## src/rtl/spi_adc_pkg.sv

```systemverilog
// Shared constants and state encoding for the ADC128S022-style SPI responder.
// Latency: n/a (declarations only).
// Backpressure: n/a.
package spi_adc_pkg;

   // SCLK rising edges per frame, and the number of zero bits ahead of the sample
   localparam logic [4:0] FRAME_LEN     = 5'd16;
   localparam int         LEAD_ZEROS    = 4;

   // DIN is captured while the pre-increment rise count is in this range (MSB first)
   localparam logic [4:0] ADDR_LSB_RISE = 5'd2;
   localparam logic [4:0] ADDR_MSB_RISE = 5'd4;

   localparam int         CH_W          = 3;

   typedef enum logic [1:0] {
      IDLE,
      ARMED,
      SHIFT
   } state_t;

endpackage

```

## src/rtl/spi_in_sync.sv

```systemverilog
// Synchronizer for one asynchronous pin with single-cycle edge pulses.
// Latency: an edge pulse appears SYNC_STAGES cycles after the pin changes; it is acted on one cycle later.
// Backpressure: none.
// Ports: clk/rst (sync, active high); d = raw pin; rise/fall = one-cycle edge pulses.
module spi_in_sync #(
   parameter int   SYNC_STAGES = 2,
   parameter logic RST_VAL     = 1'b1
) (
   input  logic clk,
   input  logic rst,
   input  logic d,
   output logic rise,
   output logic fall
);

   logic [SYNC_STAGES-1:0] sync;
   logic                   hist;

   // Reset to the pin's idle level so leaving reset does not fake an edge
   always_ff @(posedge clk) begin
      if (rst) begin
         sync <= {SYNC_STAGES{RST_VAL}};
         hist <= RST_VAL;
      end else begin
         sync <= {sync[SYNC_STAGES-2:0], d};
         hist <= sync[SYNC_STAGES-1];
      end
   end

   assign rise =  sync[SYNC_STAGES-1] & ~hist;
   assign fall = ~sync[SYNC_STAGES-1] &  hist;

endmodule

```

## src/rtl/spi_adc_responder.sv

```systemverilog
// SPI responder emulating the ADC128S022: decodes a 3-bit channel address, returns 4 zeros + sample MSB first.
// Latency: pins are seen SYNC_STAGES+1 clk cycles after they change; DOUT updates that many cycles after SCLK falls.
// Backpressure: none; the initiator owns timing, clk must be at least 8x SCLK.
// Ports: SPI pins SCLK/CS_N/DIN/DOUT(+dout_oe); host bank write wr_en/wr_addr/wr_data;
//        frame status frame_done/ch_sent/data_sent, frame_err on early CS_N release, next_ch = pending address.
module spi_adc_responder
   import spi_adc_pkg::*;
#(
   parameter int SYNC_STAGES = 2,
   parameter int DATA_W      = 12,
   parameter int NUM_CH      = 8
) (
   input  logic              clk,
   input  logic              rst,
   input  logic              SCLK,
   input  logic              CS_N,
   input  logic              DIN,
   output logic              DOUT,
   output logic              dout_oe,
   input  logic              wr_en,
   input  logic [CH_W-1:0]   wr_addr,
   input  logic [DATA_W-1:0] wr_data,
   output logic              frame_done,
   output logic [CH_W-1:0]   ch_sent,
   output logic [DATA_W-1:0] data_sent,
   output logic [CH_W-1:0]   next_ch,
   output logic              frame_err
);

   localparam int SR_W = LEAD_ZEROS + DATA_W;

   logic                   sclk_rise, sclk_fall, cs_rise, cs_fall;
   logic [SYNC_STAGES-1:0] din_sync;
   logic                   din_q;

   logic [DATA_W-1:0]      ch_reg [NUM_CH];

   state_t                 state;
   logic [4:0]             rise_cnt;
   logic [SR_W-1:0]        shift;
   logic [CH_W-1:0]        cur_ch;
   logic [CH_W-1:0]        addr_sr;
   logic [DATA_W-1:0]      cur_data;
   logic                   reload;

   spi_in_sync #(.SYNC_STAGES(SYNC_STAGES), .RST_VAL(1'b1)) u_sclk_sync (
      .clk  (clk),
      .rst  (rst),
      .d    (SCLK),
      .rise (sclk_rise),
      .fall (sclk_fall)
   );

   spi_in_sync #(.SYNC_STAGES(SYNC_STAGES), .RST_VAL(1'b1)) u_cs_sync (
      .clk  (clk),
      .rst  (rst),
      .d    (CS_N),
      .rise (cs_rise),
      .fall (cs_fall)
   );

   // DIN needs no edge detect; its last stage lines up with the SCLK edge pulses
   always_ff @(posedge clk) begin
      if (rst) din_sync <= '0;
      else     din_sync <= {din_sync[SYNC_STAGES-2:0], DIN};
   end
   assign din_q = din_sync[SYNC_STAGES-1];

   // A load in the same cycle as a write reads the old value naturally
   always_ff @(posedge clk) begin
      if (rst) begin
         for (int i = 0; i < NUM_CH; i++) ch_reg[i] <= '0;
      end else if (wr_en) begin
         ch_reg[wr_addr] <= wr_data;
      end
   end

   always_ff @(posedge clk) begin
      if (rst) begin
         state      <= IDLE;
         rise_cnt   <= '0;
         shift      <= '0;
         cur_ch     <= '0;
         cur_data   <= '0;
         addr_sr    <= '0;
         reload     <= 1'b0;
         DOUT       <= 1'b0;
         dout_oe    <= 1'b0;
         frame_done <= 1'b0;
         frame_err  <= 1'b0;
         ch_sent    <= '0;
         data_sent  <= '0;
         next_ch    <= '0;
      end else begin
         frame_done <= 1'b0;
         frame_err  <= 1'b0;
         case (state)
            IDLE: begin
               if (cs_fall) begin
                  shift    <= {{LEAD_ZEROS{1'b0}}, ch_reg[next_ch]};
                  cur_data <= ch_reg[next_ch];
                  cur_ch   <= next_ch;
                  DOUT     <= 1'b0;
                  dout_oe  <= 1'b1;
                  rise_cnt <= '0;
                  reload   <= 1'b0;
                  state    <= ARMED;
               end
            end
            ARMED, SHIFT: begin
               // CS_N release has priority over any SCLK edge in the same cycle
               if (cs_rise) begin
                  DOUT    <= 1'b0;
                  dout_oe <= 1'b0;
                  reload  <= 1'b0;
                  state   <= IDLE;
                  if (rise_cnt != '0) frame_err <= 1'b1;
               end else if (sclk_rise) begin
                  rise_cnt <= rise_cnt + 5'd1;
                  state    <= SHIFT;
                  if (rise_cnt >= ADDR_LSB_RISE && rise_cnt <= ADDR_MSB_RISE)
                     addr_sr <= {addr_sr[CH_W-2:0], din_q};
                  if (rise_cnt == FRAME_LEN - 5'd1) begin
                     frame_done <= 1'b1;
                     ch_sent    <= cur_ch;
                     data_sent  <= cur_data;
                     next_ch    <= addr_sr;
                     rise_cnt   <= '0;
                     reload     <= 1'b1;
                  end
               end else if (sclk_fall && state == SHIFT) begin
                  // ARMED ignores falling edges, including SCLK's first drop from idle-high
                  if (reload) begin
                     shift    <= {{LEAD_ZEROS{1'b0}}, ch_reg[next_ch]};
                     cur_data <= ch_reg[next_ch];
                     cur_ch   <= next_ch;
                     DOUT     <= 1'b0;
                     reload   <= 1'b0;
                     state    <= ARMED;
                  end else if (rise_cnt != '0) begin
                     shift <= {shift[SR_W-2:0], 1'b0};
                     DOUT  <= shift[SR_W-2];
                  end
               end
            end
            default: state <= IDLE;
         endcase
      end
   end

endmodule

```

## config.mk

```make
export PLATFORM = sky130hd
export DESIGN_NAME = spi_adc_responder
export DESIGN_NICKNAME = d
export VERILOG_FILES = /design/src/rtl/spi_adc_pkg.sv /design/src/rtl/spi_in_sync.sv /design/src/rtl/spi_adc_responder.sv
export SDC_FILE = /design/constraint.sdc
export NUM_CORES = 1
export LEC_CHECK = 0
export CORE_ASPECT_RATIO = 1.2
export CORE_MARGIN = 4
export CORE_UTILIZATION = 59
export DETAILED_ROUTE_END_ITERATION = 7
export PLACE_DENSITY = 0.79
export SYNTH_ARGS = -nofsm -noshare
export SYNTH_HDL_FRONTEND = slang
export SYNTH_HIERARCHICAL = 1
export SYNTH_SLANG_ARGS = --single-unit
export TNS_END_PERCENT = 5
```

## constraint.sdc

```tcl
create_clock -name clk -period 2.92 [get_ports clk]
set_clock_uncertainty 0.15 [all_clocks]
set_input_delay 0.438 -clock clk [delete_from_list [all_inputs] [get_ports clk]]
set_output_delay 0.438 -clock clk [all_outputs]
set_load 0.01 [all_outputs]
```

==> results.json <==
{
  "status": "finished, final reports clean",
  "n_fill_cell": 898,
  "drc": 0,
  "min_to": "u_cs_sync/sync[1]$_SDFF_PP1_",
  "yosys.cell_count.top_type": "and2_1",
  "r2r-end": "cur_ch[2]$_SDFFE_PP0P_",
  "ys_ff_latch": 170,
  "hold_buffers": 0,
  "stdcell_area_um2": 8730,
  "place_area_um2": 8100,
  "cp-start-kind": "register",
  "syn_to_final_growth_pct": 15.8,
  "ff2ff_setup_slack_ps": 440,
  "syn_inst": 632,
  "holdPathStages": 1,
  "worst_pin_slew_ps": 681,
  "clock_latency_ps": 440,
  "final_nets": 699,
  "die_width_um": 111,
  "critical_path_required_ps": 3060,
  "syn-mean-instance-area_um2": 11.9,
  "tns_ps": 0,
  "grt_pass1_vias": 4847,
  "routedWlPerCell_um": 18.7,
  "r2r_cells": 7,
  "wirelength_um": 15800,
  "clkTransAtPathRegs_ps": 60,
  "worstReg2RegStart": "state[0]$_SDFFE_PP0P_",
  "p_per_area_nw_per_um2": 648,
  "htreeDepth": 4,
  "crit_type": "reg2reg",
  "synth_warnings": 6,
  "max_freq_mhz": 402,
  "drtIter0Drc": 316,
  "final-setup-viol-count": 0,
  "track_usage_pct": 22.5,
  "synth_fp_nets": 659,
  "drive_gt1_share_pct": 14.9,
  "fin_crit_ps": 2480,
  "largest_reg_flops": 96,
  "worstPathArrival_ps": 2630,
  "synth_common_cells": "97 x and2_1, 96 x edfxtp_1, 74 x dfxtp_1",
  "slowest_delay_ps": 520,
  "dpl.hpwl_um": 11000,
  "timing.final.crit_share_pct": 85.1,
  "clkSinkCount": 170,
  "crit_slowest_cell": "ha_1",
  "grt_max_degree": 44,
  "ys_async_sr_fraction_pct": 0,
  "power.static_leakage_uw": 0.00306,
  "synth_ff_type": "edfxtp_1",
  "synth_area_um2": 7540,
  "cts_root_buf": "clkbuf_16",
  "slew_violations": 0,
  "hold_violations": 0,
  "grt-ovfl-total": 0,
  "n_antenna_cell": 0,
  "rsz0062_at_grt": "no",
  "num_io_pins": 43,
  "endpoint_kind": "register",
  "num_rows": 44,
  "antenna_found_initial": 0,
  "p_total_uw": 5660,
  "tritoncts": "done",
  "start_util_pct": 61.1,
  "hold_class": "reg2reg",
  "vias": 4852,
  "utilization_pct": 70.8,
  "synth_edf_count": 96,
  "ys_types": 49,
  "crit_start": "state[0]$_SDFFE_PP0P_",
  "yosysSeqAreaShare_pct": 57.9,
  "fin_hold_ws_ps": 255,
  "ant_nets": 0,
  "cap_violations": 0,
  "coreArea_um2": 12300,
  "die_area_um2": 14700,
  "gp_routability_congestion": 0.828,
  "die_y_um": 132,
  "hold_start": "u_cs_sync/sync[0]$_SDFF_PP1_",
  "yosysTopAreaCellShare_pct": 38.2,
  "clockBufferDepth": 2,
  "cts_setup_buffers": 0,
  "numPortBuffers": 42,
  "post_drt_via_cell_ratio": 5.74,
  "worst-path-max-fanout": 27,
  "critical_path.cell_chain": "inv_1, ha_1, o21a_1, a2111oi_4, buf_4, mux2i_1, nor2_1",
  "synthTopCellsByArea": "edfxtp_1 38%, dfxtp_1 20%, and2_1 8.0%, mux2i_1 6.1%, mux2_2 3.4%",
  "grt_pass1_wl_um": 25500,
  "drt-pass1-iter-count": 5,
  "ctsResizeCount": 0,
  "numCtsBuffers": 17,
  "vdd_drop_max_mv": 0.507,
  "yosys.area.top_type": "edfxtp_1",
  "maxSlewHeadroom_pct": 54.5
}
-- critical path: cells and delay by family, from the launching register on --
family                   cells  cell delay [ps]
AO/OA/AOI/OAI                2              570
adder cells (fa/ha/maj)      1              520
buffers and inverters        2              430
flip-flops                   1              360
multiplexers                 1              250
AND/OR/NAND/NOR              1               70
-- report_power, final --
part           internal (uW)  leakage [uW]  total [uW]  switching, uW
logic                    235       0.00123         580            345
clock network           1420      0.000306        2320            897
registers               2690       0.00152        2760           71.6
-- cells by family after synthesis --
logic type                 synth area share [%]
and+or+nand+nor                            19.7
DFF                                        57.9
AOI/OAI and AO/OA                          8.35
muxes                                      10.1
buffers and inverters                      2.97
adders and majority gates                 0.996
-- cell type report --
cell class | instances | area [um2] | area share [%]
Clock inverter | 6 | 71.3 | 0.817
Clock buffer | 26 | 562 | 6.44
Timing Repair Buffer | 59 | 556 | 6.36
Multi-Input combinational cell | 418 | 2950 | 33.8
Sequential cell | 170 | 4370 | 50.0
Tap cell | 161 | 201 | 2.31
Inverter | 6 | 22.5 | 0.258
-- per-stage QoR --
step | setup WS (ps) | instances
detailed placement | 453 | 814
floorplan | 740 | 632
global placement | 442 | 814
CTS | 445 | 846
finish | 435 | 846
global route | 308 | 846
-- cell usage in the layout, fill, tap and decap left out, types with 19 or more instances in the layout --
cell              n
a21oi_1          28
and2_1           97
clkbuf_16        19
clkdlybuf4s50_1  41
dfxtp_1          73
edfxtp_1         96
mux2_2           23
mux2i_1          46
nand2_1          20
nor2_1           48
-- how the worst max path moves through the flow --
stage	slack, ps	depth (start not counted)	to
after floorplan	740	8	cur_data[4]$_SDFFE_PP0P_
after global placement	440	4	ch_reg[0][3]$_SDFFCE_PN0P_
after detailed placement	450	4	ch_reg[0][5]$_SDFFCE_PN0P_
after CTS	440	7	cur_ch[2]$_SDFFE_PP0P_
after global routing	310	7	cur_ch[2]$_SDFFE_PP0P_
final	440	7	cur_ch[2]$_SDFFE_PP0P_
-- layer usage --
metal / wire, um / GRT usage (%)
met4: 780 / 13.7
met5: 0 / 0
met3: 832 / 4.91
met1: 6510 / 27.5
met2: 7730 / 36.3
Note: power is estimated with default switching activity, not from simulation.
